--- src/rtl/axi4_lite_manager_pkg.sv ---
// Shared types and AXI constants for the AXI4-Lite manager.
package axi4_lite_manager_pkg;

  typedef enum logic [2:0] {
    IDLE,
    WR,
    WR_RESP,
    RD_ADDR,
    RD_DATA,
    RSP,
    DRAIN
  } state_t;

  localparam logic [1:0] OKAY   = 2'b00;
  localparam logic [1:0] EXOKAY = 2'b01;
  localparam logic [1:0] SLVERR = 2'b10;
  localparam logic [1:0] DECERR = 2'b11;

  localparam logic [2:0] PROT_DEFAULT = 3'b000;

endpackage

--- src/rtl/axi4_lite.sv ---
// AXI4-Lite bus bundle; m is the manager view, s the subordinate view.
interface axi4_lite #(
  parameter int ADDRESS_WIDTH = 32,
  parameter int DATA_WIDTH    = 32
);
  localparam int STRB_WIDTH = DATA_WIDTH / 8;

  logic                     aresetn;
  logic                     ack;
  logic                     awvalid;
  logic                     awready;
  logic [ADDRESS_WIDTH-1:0] awaddr;
  logic [2:0]               awprot;
  logic                     wvalid;
  logic                     wready;
  logic [DATA_WIDTH-1:0]    wdata;
  logic [STRB_WIDTH-1:0]    wstrb;
  logic                     bvalid;
  logic                     bready;
  logic [1:0]               bresp;
  logic                     arvalid;
  logic                     arready;
  logic [ADDRESS_WIDTH-1:0] araddr;
  logic [2:0]               arprot;
  logic                     rvalid;
  logic                     rready;
  logic [DATA_WIDTH-1:0]    rdata;
  logic [1:0]               rresp;

  modport m (
    input  aresetn, ack, awready, wready, bvalid, bresp, arready, rvalid, rdata, rresp,
    output awvalid, awaddr, awprot, wvalid, wdata, wstrb, bready, arvalid, araddr, arprot, rready
  );

  modport s (
    input  aresetn, ack, awvalid, awaddr, awprot, wvalid, wdata, wstrb, bready, arvalid, araddr,
           arprot, rready,
    output awready, wready, bvalid, bresp, arready, rvalid, rdata, rresp
  );

endinterface

--- src/rtl/axi4_lite_manager.sv ---
// Single-outstanding AXI4-Lite manager: one cmd_* request becomes one AXI transaction and one rsp_*.
// Define AXI4_LITE_MANAGER_TIMEOUT_EN to add the response watchdog and the DRAIN recovery path.
module axi4_lite_manager
  import axi4_lite_manager_pkg::*;
#(
  parameter int  ADDRESS_WIDTH  = 32,
  parameter int  DATA_WIDTH     = 32,
  parameter int  TIMEOUT_CYCLES = 256,
  localparam int STRB_WIDTH     = DATA_WIDTH / 8
) (
  input  logic                     aclk,
  input  logic                     areset,
  input  logic                     cmd_valid,
  output logic                     cmd_ready,
  input  logic                     cmd_we,
  input  logic [ADDRESS_WIDTH-1:0] cmd_addr,
  input  logic [DATA_WIDTH-1:0]    cmd_wdata,
  input  logic [STRB_WIDTH-1:0]    cmd_wstrb,
  output logic                     rsp_valid,
  input  logic                     rsp_ready,
  output logic                     rsp_we,
  output logic [DATA_WIDTH-1:0]    rsp_rdata,
  output logic [1:0]               rsp_resp,
  output logic                     rsp_timeout,
  axi4_lite.m                      bus
);

  state_t                   state;
  logic                     we_q;
  logic [ADDRESS_WIDTH-1:0] addr_q;
  logic [DATA_WIDTH-1:0]    wdata_q;
  logic [STRB_WIDTH-1:0]    wstrb_q;
  logic                     awvalid_q, wvalid_q, arvalid_q, bready_q, rready_q;
  logic                     aw_done, w_done;

  assign aw_done = !awvalid_q || bus.awready;
  assign w_done  = !wvalid_q || bus.wready;

  assign bus.awvalid = awvalid_q;
  assign bus.awaddr  = addr_q;
  assign bus.awprot  = PROT_DEFAULT;
  assign bus.wvalid  = wvalid_q;
  assign bus.wdata   = wdata_q;
  assign bus.wstrb   = wstrb_q;
  assign bus.bready  = bready_q;
  assign bus.arvalid = arvalid_q;
  assign bus.araddr  = addr_q;
  assign bus.arprot  = PROT_DEFAULT;
  assign bus.rready  = rready_q;

`ifdef AXI4_LITE_MANAGER_TIMEOUT_EN
  localparam int CNT_W = $clog2(TIMEOUT_CYCLES + 1);
  logic [CNT_W-1:0] cnt;
  logic             need_b, need_r, timeout_q, busy;

  assign busy        = (state == WR) || (state == WR_RESP) || (state == RD_ADDR) || (state == RD_DATA);
  assign rsp_timeout = timeout_q;
`else
  assign rsp_timeout = 1'b0;
`endif

  always_ff @(posedge aclk) begin
    if (areset) begin
      state     <= IDLE;
      cmd_ready <= 1'b0;
      we_q      <= 1'b0;
      addr_q    <= '0;
      wdata_q   <= '0;
      wstrb_q   <= '0;
      awvalid_q <= 1'b0;
      wvalid_q  <= 1'b0;
      arvalid_q <= 1'b0;
      bready_q  <= 1'b0;
      rready_q  <= 1'b0;
      rsp_valid <= 1'b0;
      rsp_we    <= 1'b0;
      rsp_rdata <= '0;
      rsp_resp  <= OKAY;
`ifdef AXI4_LITE_MANAGER_TIMEOUT_EN
      cnt       <= '0;
      need_b    <= 1'b0;
      need_r    <= 1'b0;
      timeout_q <= 1'b0;
`endif
    end else begin
      // Each channel releases its valid/ready on its own handshake, whatever the state.
      if (awvalid_q && bus.awready) awvalid_q <= 1'b0;
      if (wvalid_q && bus.wready)   wvalid_q  <= 1'b0;
      if (arvalid_q && bus.arready) arvalid_q <= 1'b0;
      if (bready_q && bus.bvalid)   bready_q  <= 1'b0;
      if (rready_q && bus.rvalid)   rready_q  <= 1'b0;
`ifdef AXI4_LITE_MANAGER_TIMEOUT_EN
      if (bready_q && bus.bvalid) need_b <= 1'b0;
      if (rready_q && bus.rvalid) need_r <= 1'b0;
`endif
      unique case (state)
        IDLE: begin
          if (cmd_valid && cmd_ready) begin
            cmd_ready <= 1'b0;
            we_q      <= cmd_we;
            addr_q    <= cmd_addr;
            wdata_q   <= cmd_wdata;
            wstrb_q   <= cmd_wstrb;
`ifdef AXI4_LITE_MANAGER_TIMEOUT_EN
            need_b    <= cmd_we;
            need_r    <= !cmd_we;
`endif
            if (cmd_we) begin
              state     <= WR;
              awvalid_q <= 1'b1;
              wvalid_q  <= 1'b1;
            end else begin
              state     <= RD_ADDR;
              arvalid_q <= 1'b1;
            end
          end else begin
            cmd_ready <= 1'b1;
          end
        end
        WR: begin
          if (aw_done && w_done) begin
            state    <= WR_RESP;
            bready_q <= 1'b1;
          end
        end
        WR_RESP: begin
          if (bus.bvalid) begin
            state     <= RSP;
            rsp_valid <= 1'b1;
            rsp_we    <= 1'b1;
            rsp_resp  <= bus.bresp;
            rsp_rdata <= '0;
          end
        end
        RD_ADDR: begin
          if (bus.arready) begin
            state    <= RD_DATA;
            rready_q <= 1'b1;
          end
        end
        RD_DATA: begin
          if (bus.rvalid) begin
            state     <= RSP;
            rsp_valid <= 1'b1;
            rsp_we    <= 1'b0;
            rsp_resp  <= bus.rresp;
            rsp_rdata <= bus.rdata;
          end
        end
        RSP: begin
          if (rsp_ready) begin
            rsp_valid <= 1'b0;
`ifdef AXI4_LITE_MANAGER_TIMEOUT_EN
            timeout_q <= 1'b0;
            if (timeout_q) begin
              state <= DRAIN;
            end else begin
              state     <= IDLE;
              cmd_ready <= 1'b1;
            end
`else
            state     <= IDLE;
            cmd_ready <= 1'b1;
`endif
          end
        end
        DRAIN: begin
`ifdef AXI4_LITE_MANAGER_TIMEOUT_EN
          // Absorb the late response once its request side has fully handshaken.
          if (need_b && !awvalid_q && !wvalid_q && !bready_q) bready_q <= 1'b1;
          if (need_r && !arvalid_q && !rready_q) rready_q <= 1'b1;
          if (!need_b && !need_r) state <= IDLE;
`else
          state <= IDLE;
`endif
        end
        default: state <= IDLE;
      endcase
`ifdef AXI4_LITE_MANAGER_TIMEOUT_EN
      if (busy) begin
        cnt <= cnt + 1'b1;
        if (cnt == CNT_W'(TIMEOUT_CYCLES - 1)) begin
          state     <= RSP;
          rsp_valid <= 1'b1;
          rsp_we    <= we_q;
          rsp_rdata <= '0;
          rsp_resp  <= SLVERR;
          timeout_q <= 1'b1;
        end
      end else begin
        cnt <= '0;
      end
`endif
    end
  end

endmodule

--- src/flat_wrapper.sv ---
// flat-port wrapper written by rule: the top's interface ports become plain ports
module axi4_lite_manager_flat import axi4_lite_manager_pkg::*;
#(
  parameter int  ADDRESS_WIDTH  = 32,
  parameter int  DATA_WIDTH     = 32,
  parameter int  TIMEOUT_CYCLES = 256,
  localparam int STRB_WIDTH     = DATA_WIDTH / 8
)
  (aclk, areset, cmd_valid, cmd_ready, cmd_we, cmd_addr, cmd_wdata, cmd_wstrb, rsp_valid, rsp_ready, rsp_we, rsp_rdata, rsp_resp, rsp_timeout, bus_aresetn, bus_ack, bus_awready, bus_wready, bus_bvalid, bus_bresp, bus_arready, bus_rvalid, bus_rdata, bus_rresp, bus_awvalid, bus_awaddr, bus_awprot, bus_wvalid, bus_wdata, bus_wstrb, bus_bready, bus_arvalid, bus_araddr, bus_arprot, bus_rready);
  axi4_lite #(.ADDRESS_WIDTH(ADDRESS_WIDTH), .DATA_WIDTH(DATA_WIDTH)) bus_i ();
  input  logic aclk;
  input  logic areset;
  input  logic cmd_valid;
  output logic cmd_ready;
  input  logic cmd_we;
  input  logic [ADDRESS_WIDTH-1:0] cmd_addr;
  input  logic [DATA_WIDTH-1:0] cmd_wdata;
  input  logic [STRB_WIDTH-1:0] cmd_wstrb;
  output logic rsp_valid;
  input  logic rsp_ready;
  output logic rsp_we;
  output logic [DATA_WIDTH-1:0] rsp_rdata;
  output logic [1:0] rsp_resp;
  output logic rsp_timeout;
  input wire logic [$bits(bus_i.aresetn)-1:0] bus_aresetn;
  input wire logic [$bits(bus_i.ack)-1:0] bus_ack;
  input wire logic [$bits(bus_i.awready)-1:0] bus_awready;
  input wire logic [$bits(bus_i.wready)-1:0] bus_wready;
  input wire logic [$bits(bus_i.bvalid)-1:0] bus_bvalid;
  input wire logic [$bits(bus_i.bresp)-1:0] bus_bresp;
  input wire logic [$bits(bus_i.arready)-1:0] bus_arready;
  input wire logic [$bits(bus_i.rvalid)-1:0] bus_rvalid;
  input wire logic [$bits(bus_i.rdata)-1:0] bus_rdata;
  input wire logic [$bits(bus_i.rresp)-1:0] bus_rresp;
  output wire logic [$bits(bus_i.awvalid)-1:0] bus_awvalid;
  output wire logic [$bits(bus_i.awaddr)-1:0] bus_awaddr;
  output wire logic [$bits(bus_i.awprot)-1:0] bus_awprot;
  output wire logic [$bits(bus_i.wvalid)-1:0] bus_wvalid;
  output wire logic [$bits(bus_i.wdata)-1:0] bus_wdata;
  output wire logic [$bits(bus_i.wstrb)-1:0] bus_wstrb;
  output wire logic [$bits(bus_i.bready)-1:0] bus_bready;
  output wire logic [$bits(bus_i.arvalid)-1:0] bus_arvalid;
  output wire logic [$bits(bus_i.araddr)-1:0] bus_araddr;
  output wire logic [$bits(bus_i.arprot)-1:0] bus_arprot;
  output wire logic [$bits(bus_i.rready)-1:0] bus_rready;
  assign bus_i.aresetn = bus_aresetn;
  assign bus_i.ack = bus_ack;
  assign bus_i.awready = bus_awready;
  assign bus_i.wready = bus_wready;
  assign bus_i.bvalid = bus_bvalid;
  assign bus_i.bresp = bus_bresp;
  assign bus_i.arready = bus_arready;
  assign bus_i.rvalid = bus_rvalid;
  assign bus_i.rdata = bus_rdata;
  assign bus_i.rresp = bus_rresp;
  assign bus_awvalid = bus_i.awvalid;
  assign bus_awaddr = bus_i.awaddr;
  assign bus_awprot = bus_i.awprot;
  assign bus_wvalid = bus_i.wvalid;
  assign bus_wdata = bus_i.wdata;
  assign bus_wstrb = bus_i.wstrb;
  assign bus_bready = bus_i.bready;
  assign bus_arvalid = bus_i.arvalid;
  assign bus_araddr = bus_i.araddr;
  assign bus_arprot = bus_i.arprot;
  assign bus_rready = bus_i.rready;
  axi4_lite_manager #(.ADDRESS_WIDTH(ADDRESS_WIDTH), .DATA_WIDTH(DATA_WIDTH), .TIMEOUT_CYCLES(TIMEOUT_CYCLES)) u_core (.aclk(aclk), .areset(areset), .cmd_valid(cmd_valid), .cmd_ready(cmd_ready), .cmd_we(cmd_we), .cmd_addr(cmd_addr), .cmd_wdata(cmd_wdata), .cmd_wstrb(cmd_wstrb), .rsp_valid(rsp_valid), .rsp_ready(rsp_ready), .rsp_we(rsp_we), .rsp_rdata(rsp_rdata), .rsp_resp(rsp_resp), .rsp_timeout(rsp_timeout), .bus(bus_i));
endmodule
--- config.mk ---
export PLATFORM = sky130hd
export DESIGN_NAME = axi4_lite_manager_flat
export DESIGN_NICKNAME = d
export VERILOG_FILES = /design/src/rtl/axi4_lite_manager_pkg.sv /design/src/rtl/axi4_lite.sv /design/src/rtl/axi4_lite_manager.sv /design/src/flat_wrapper.sv
export SDC_FILE = /design/constraint.sdc
export NUM_CORES = 1
export LEC_CHECK = 0
export CAP_MARGIN = 25
export CORE_MARGIN = 2
export CORE_UTILIZATION = 30
export CTS_CLUSTER_SIZE = 40
export DETAILED_ROUTE_END_ITERATION = 12
export GPL_ROUTABILITY_DRIVEN = 0
export PLACE_DENSITY = 0.7
export SETUP_SLACK_MARGIN = 0.05
export SYNTH_ARGS = -nofsm -noshare
export SYNTH_HDL_FRONTEND = slang
export SYNTH_SLANG_ARGS = --single-unit
export TNS_END_PERCENT = 50
--- constraint.sdc ---
create_clock -name aclk -period 1.45 [get_ports aclk]
set_input_delay 0.29 -clock aclk [delete_from_list [all_inputs] [get_ports aclk]]
set_output_delay 0.29 -clock aclk [all_outputs]
set_load 0.01 [all_outputs]
# Word level (Yosys, flattened, before mapping)
# Index checks and enable logic that the tools add are counted.
# word_totals
output_inout_bits	149
reg_bits	113
# op_classes
eq_ne	11
reduce_logical	20
mux	41
# op_table
operator	count
two-way mux 32 bit	2
one-hot mux 32 bit (2 select lines)	1
two-way mux 1 bit	24
two-way mux 3 bit	6
one-hot mux 3 bit (6 select lines)	1
inequality test 2 bit, second input constant	4
logical AND 1 bit	7
equality test 3 x 2 -> 1 bit, second input constant	2
equality test 3 bit, second input constant	2
two-way mux 2 bit	3
AND reduction 6 bit	1
inequality test 2 x 1 -> 1 bit, second input constant	2
one-hot mux 1 bit (2 select lines)	2
one-hot mux 2 bit (2 select lines)	1
AND reduction 2 bit	2
AND reduction 4 bit	1
nonzero test 2 bit	2
equality test 3 x 1 -> 1 bit, second input constant	1
zero test 3 bit	1
one-hot mux 1 bit (3 select lines)	1
AND reduction 3 bit	1
nonzero test 3 bit	1
zero test 1 bit	2
logical OR 1 bit	2

# Logic depth before layout (Yosys ltp)
# logic_depth
depth_word	5
depth_mapped	7
ltp_nobuf	4

# Worst setup path before layout
# Ideal clock, no wire load.
# synth_timing
path_type	flip-flop to flip-flop
from	reg u_core.state[0]
to	reg u_core.wdata_q[13] (netlist: u_core.bus.wdata[13])
period_less_slack_ns	1.553
arrival_ns	1.421
required_ns	1.318
path_buffers	4
path_stages_with_launch	8
slack_ns	-0.103
path_cell_list	dfxtp_1 > buf_6 > or4_4 > buf_6 > buf_6 > buf_6 > nand2_1 > a21oi_1
# synth_via
elab_chain_len	2
# synth_lines
item	line	rtl
start: declaration	axi4_lite_manager.sv:28	state_t state;
start signal: assignment	axi4_lite_manager.sv:64	state <= IDLE;
start signal: assignment	axi4_lite_manager.sv:109	state <= WR;
start signal: assignment	axi4_lite_manager.sv:113	state <= RD_ADDR;
zero test 3 bit	axi4_lite_manager.sv:96	unique case (state)
AND reduction 2 bit (no source line)	--	
end signal: assignment	axi4_lite_manager.sv:102	wdata_q <= cmd_wdata;
end: declaration	axi4_lite_manager.sv:31	logic [DATA_WIDTH-1:0] wdata_q;
# No other way between the ends.
# A chain may end at the register's enable or synchronous reset.

# Final worst setup path
# layout_timing
from	reg u_core.state[0]
to	reg u_core.addr_q[24] (netlist: u_core.bus.araddr[24])
# layout_via
elab_chain_len	2
# layout_lines
item	line	rtl
zero test 3 bit	axi4_lite_manager.sv:96	
AND reduction 2 bit (no source line)	--	
end signal: assignment	axi4_lite_manager.sv:101	addr_q <= cmd_addr;
end: declaration	axi4_lite_manager.sv:30	logic [ADDRESS_WIDTH-1:0] addr_q;
# No other way between the ends.

==> impl_metrics.py <==
metrics = {
    "routing": {
        "detailroute.wirelength.met2_mm": 6.59,
        "drt_pass1_iterations": 4,
        "final_antenna_net_count": 0,
        "drt_first_iter_violations": 203,
        "wl_met1_mm": 5.60,
        "total_number_of_vias": 4231,
        "routed_wire_length_per_instance_um": 14.8,
        "routed-wl-met3_mm": 1.14,
        "dr.max_layer_used": "met4",
        "vias_per_cell": 4.61,
        "route.detailed.drc": 0,
        "detail_route.wirelength_mm": 13.6,
    },
    "critical_path": {
        "timing.critical_path.from_type": "register",
        "crit_arrival_ns": 1.84,
        "crit_path_max_fanout": 29,
        "worstSetupEndpointType": "register",
        "worst_ep_required_time_ns": 1.71,
        "timing.critical_path.slowest_stage_cell": "sky130_fd_sc_hd__or4_4",
        "worst-setup-path-type": "register to register",
        "timing.critical_path.slowest_cell_delay_ns": 0.60,
        "cp_cell_sequence": "buf_4, or4_4, buf_12, nand2_1, a21oi_1",
    },
    "clocking": {
        "cts_made_buffers": 17,
        "clock_sink_count": 113,
        "root_buffer": "sky130_fd_sc_hd__clkbuf_16",
        "clock_tree.buffer_depth": 2,
        "cts.reportedPaths.clkPinSlew_ns": 0.05,
        "tritoncts": "built",
        "clk-insertion-delay-late_ns": 0.40,
        "h_tree_levels": 4,
    },
    "hold_path": {
        "hold_path_class": "primary input to register",
    },
    "timing": {
        "max_freq_mhz": 634,
        "finalWorstSetupSlack_ns": -0.127,
        "worst_hold_slack_ns": 0.322,
        "timing.final.setup_violations": 68,
        "timing.clock.skew_ns": 0.00591,
        "period_share": 1.09,
        "final_hold_viol_count": 0,
        "rsz0062_at_grt": "true",
        "final-max-slew-violation-count": 0,
        "finalWorstPathRequiredPeriod_ns": 1.58,
    },
    "die": {
        "core_region_area_um2": 13900,
        "die_height_um": 123,
        "num_rows": 43,
        "io-pin-count": 265,
        "floorplan.die.width_um": 123,
        "floorplan.initialDensity": 0.307,
        "fp.dieArea_um2": 15200,
    },
    "synth": {
        "synth_area_um2": 4280,
        "number_of_distinct_library_cells_after_synthesis": 33,
        "post_synth.cell_area_avg_um2": 8.65,
        "yosys-top-cells-area": "sky130_fd_sc_hd__dfxtp_1, sky130_fd_sc_hd__nand2_1, sky130_fd_sc_hd__a21oi_1, sky130_fd_sc_hd__buf_4, sky130_fd_sc_hd__a22o_1",
        "post-synth-top-area-fraction": 0.528,
        "ys.warnings.count": 0,
        "synth_sequential_area_ratio": 0.528,
        "synth_top_cell_by_area": "sky130_fd_sc_hd__dfxtp_1",
        "netlist_instances": 495,
        "synth.ff_latch_count": 113,
    },
    "final_layout": {
        "post_layout_nonfiller_instances": 918,
        "finalNetCount": 845,
        "layout.cell_area.non_filler_um2": 7320,
        "final_core_util": 0.525,
        "n_antenna_cell": 0,
        "layout-drive-gt1-share": 0.0962,
        "final.fill_count": 1304,
        "synthToLayoutAreaGrowth_pct": 71.0,
    },
    "place": {
        "dp.final_hpwl_mm": 9.49,
        "placed_cells_incl_taps": 887,
        "io_buffer_count": 255,
        "post_dp_cell_area_um2": 6860,
    },
    "grt": {
        "first_global_vias": 4020,
        "grt_pass1_wl_mm": 19.7,
        "grt_use_total": 0.167,
        "largest_net_degree_at_the_start_of_global_routing": 71,
        "gr-total-overflow": 0,
        "antenna_violations_before_repair": 0,
    },
    "run": {
        "max_capacitance_violation_count": 0,
    },
    "run_status": {
        "run_status": "finished, violations left",
        "violated_checks": "negative setup slack",
    },
    "power": {
        "static-leakage-power_nw": 3.35,
        "power_density_nw_per_um2": 1320,
        "power_mw": 9.66,
        "power.ir.vdd_worst_v": 0.000768,
    },
}
-- flip-flops by register name (all words and copies together), names as in the netlist, 2 cells and up --
signal             count
u_core.bus.wdata      32
u_core.rsp_rdata      32
u_core.bus.araddr     32
u_core.state           3
u_core.rsp_resp        2
u_core.bus.wstrb       4
-- metrics by stage --
step                      worst slack, ns  setup TNS (ns)
after detailed placement           -0.393          -34.88
final                              -0.127           -7.15
after floorplan                   -0.0936           -1.69
after global routing               -0.172          -10.17
after CTS                          -0.124           -6.14
after global placement             -0.640          -46.08
-- routing by layer --
layer,vias to the layer above,global-route usage
met3,22,0.0613
met2,194,0.286
met5,-,0
met4,0,0.0732
li1,2075,-
met1,1940,0.185
-- worst paths after layout --
check	start	to	slack, ns	depth (start not counted)
hold / removal	areset	u_core.rsp_rdata[4]$_SDFFE_PP0P_	0.32	3
setup reg to reg	u_core.state[0]$_SDFFE_PP0P_	u_core.bus.araddr[24]$_SDFFE_PP0P_	-0.13	5
setup / recovery	u_core.state[0]$_SDFFE_PP0P_	u_core.bus.araddr[24]$_SDFFE_PP0P_	-0.13	5
hold reg to reg	u_core.bus.wdata[21]$_SDFFE_PP0P_	u_core.bus.wdata[21]$_SDFFE_PP0P_	0.45	2
-- repair_timing --
item                                    4_1_cts  5_1_grt
gates cloned                                  0        2
pin swaps                                     3        2
endpoints found under the setup margin      246      115
buffers inserted                              0        1
hold buffers                                  0        0
resized for setup                           155       13
-- power by group --
group	leakage [nW]	switching (mW)	internal, mW
Combinational	2.17	1.10	1.10
Clock	0.270	1.32	2.56
Sequential	0.919	0.174	3.40
Total	3.35	2.60	7.06
-- cell families after synthesis --
family,share of synthesized area
AOI/OAI and AO/OA,0.188
buffers and inverters,0.113
DFF,0.528
other,0.000876
and+or+nand+nor,0.169
-- placed cells by master (no fill, tap or decap), types with 4 or more instances in the layout --
| cell | n |
|---|---|
| sky130_fd_sc_hd__nand2_1 | 140 |
| sky130_fd_sc_hd__clkbuf_16 | 19 |
| sky130_fd_sc_hd__dlygate4sd2_1 | 134 |
| sky130_fd_sc_hd__nor2_1 | 16 |
| sky130_fd_sc_hd__a22o_1 | 32 |
| sky130_fd_sc_hd__inv_1 | 4 |
| sky130_fd_sc_hd__clkinv_2 | 4 |
| sky130_fd_sc_hd__a21oi_1 | 73 |
| sky130_fd_sc_hd__dfxtp_2 | 4 |
| sky130_fd_sc_hd__buf_12 | 4 |
| sky130_fd_sc_hd__dfxtp_1 | 109 |
| sky130_fd_sc_hd__clkdlybuf4s15_1 | 6 |
| sky130_fd_sc_hd__buf_4 | 19 |
| sky130_fd_sc_hd__o21ai_0 | 5 |
| sky130_fd_sc_hd__conb_1 | 7 |
| sky130_fd_sc_hd__clkdlybuf4s50_1 | 112 |
-- Yosys cell counts --
library cell / count
sky130_fd_sc_hd__a211o_1: 1
sky130_fd_sc_hd__a211oi_1: 1
sky130_fd_sc_hd__a21o_1: 1
sky130_fd_sc_hd__a21oi_1: 75
sky130_fd_sc_hd__a21oi_2: 1
sky130_fd_sc_hd__a22o_1: 32
sky130_fd_sc_hd__a2bb2oi_1: 1
sky130_fd_sc_hd__a311oi_1: 2
sky130_fd_sc_hd__a31oi_1: 1
sky130_fd_sc_hd__a32o_1: 1
sky130_fd_sc_hd__a32oi_1: 2
sky130_fd_sc_hd__buf_2: 13
sky130_fd_sc_hd__buf_4: 39
sky130_fd_sc_hd__buf_6: 4
sky130_fd_sc_hd__clkbuf_1: 18
sky130_fd_sc_hd__conb_1: 1
sky130_fd_sc_hd__dfxtp_1: 113
sky130_fd_sc_hd__inv_1: 4
sky130_fd_sc_hd__nand2_1: 142
sky130_fd_sc_hd__nand2b_1: 2
sky130_fd_sc_hd__nand3_1: 1
sky130_fd_sc_hd__nand3b_1: 2
sky130_fd_sc_hd__nor2_1: 17
sky130_fd_sc_hd__nor2b_1: 4
sky130_fd_sc_hd__nor3_1: 3
sky130_fd_sc_hd__nor3b_1: 3
sky130_fd_sc_hd__nor4_4: 1
sky130_fd_sc_hd__o2111ai_1: 1
sky130_fd_sc_hd__o21ai_0: 5
sky130_fd_sc_hd__o21bai_1: 1
sky130_fd_sc_hd__o311ai_0: 1
sky130_fd_sc_hd__o31ai_1: 1
sky130_fd_sc_hd__or4_4: 1
-- layout make-up --
class	instances	area [um2]	area share
repair buffers	283	2680	0.366
flip-flops and latches	113	2270	0.310
multi-input cells	310	1580	0.216
clock buffers	21	460	0.0629
well taps	180	225	0.0308
clock inverters	7	87.6	0.0120
inverters	4	15.0	0.00205
-- critical path: cells and delay by family (launching register included) --
| kind | cells | cell delay [ns] |
|---|---|---|
| compound gates | 1 | 0.07 |
| buf+inv | 2 | 0.34 |
| flops | 1 | 0.34 |
| simple gates | 2 | 0.68 |
No activity file was read; power rests on OpenSTA's default activity.
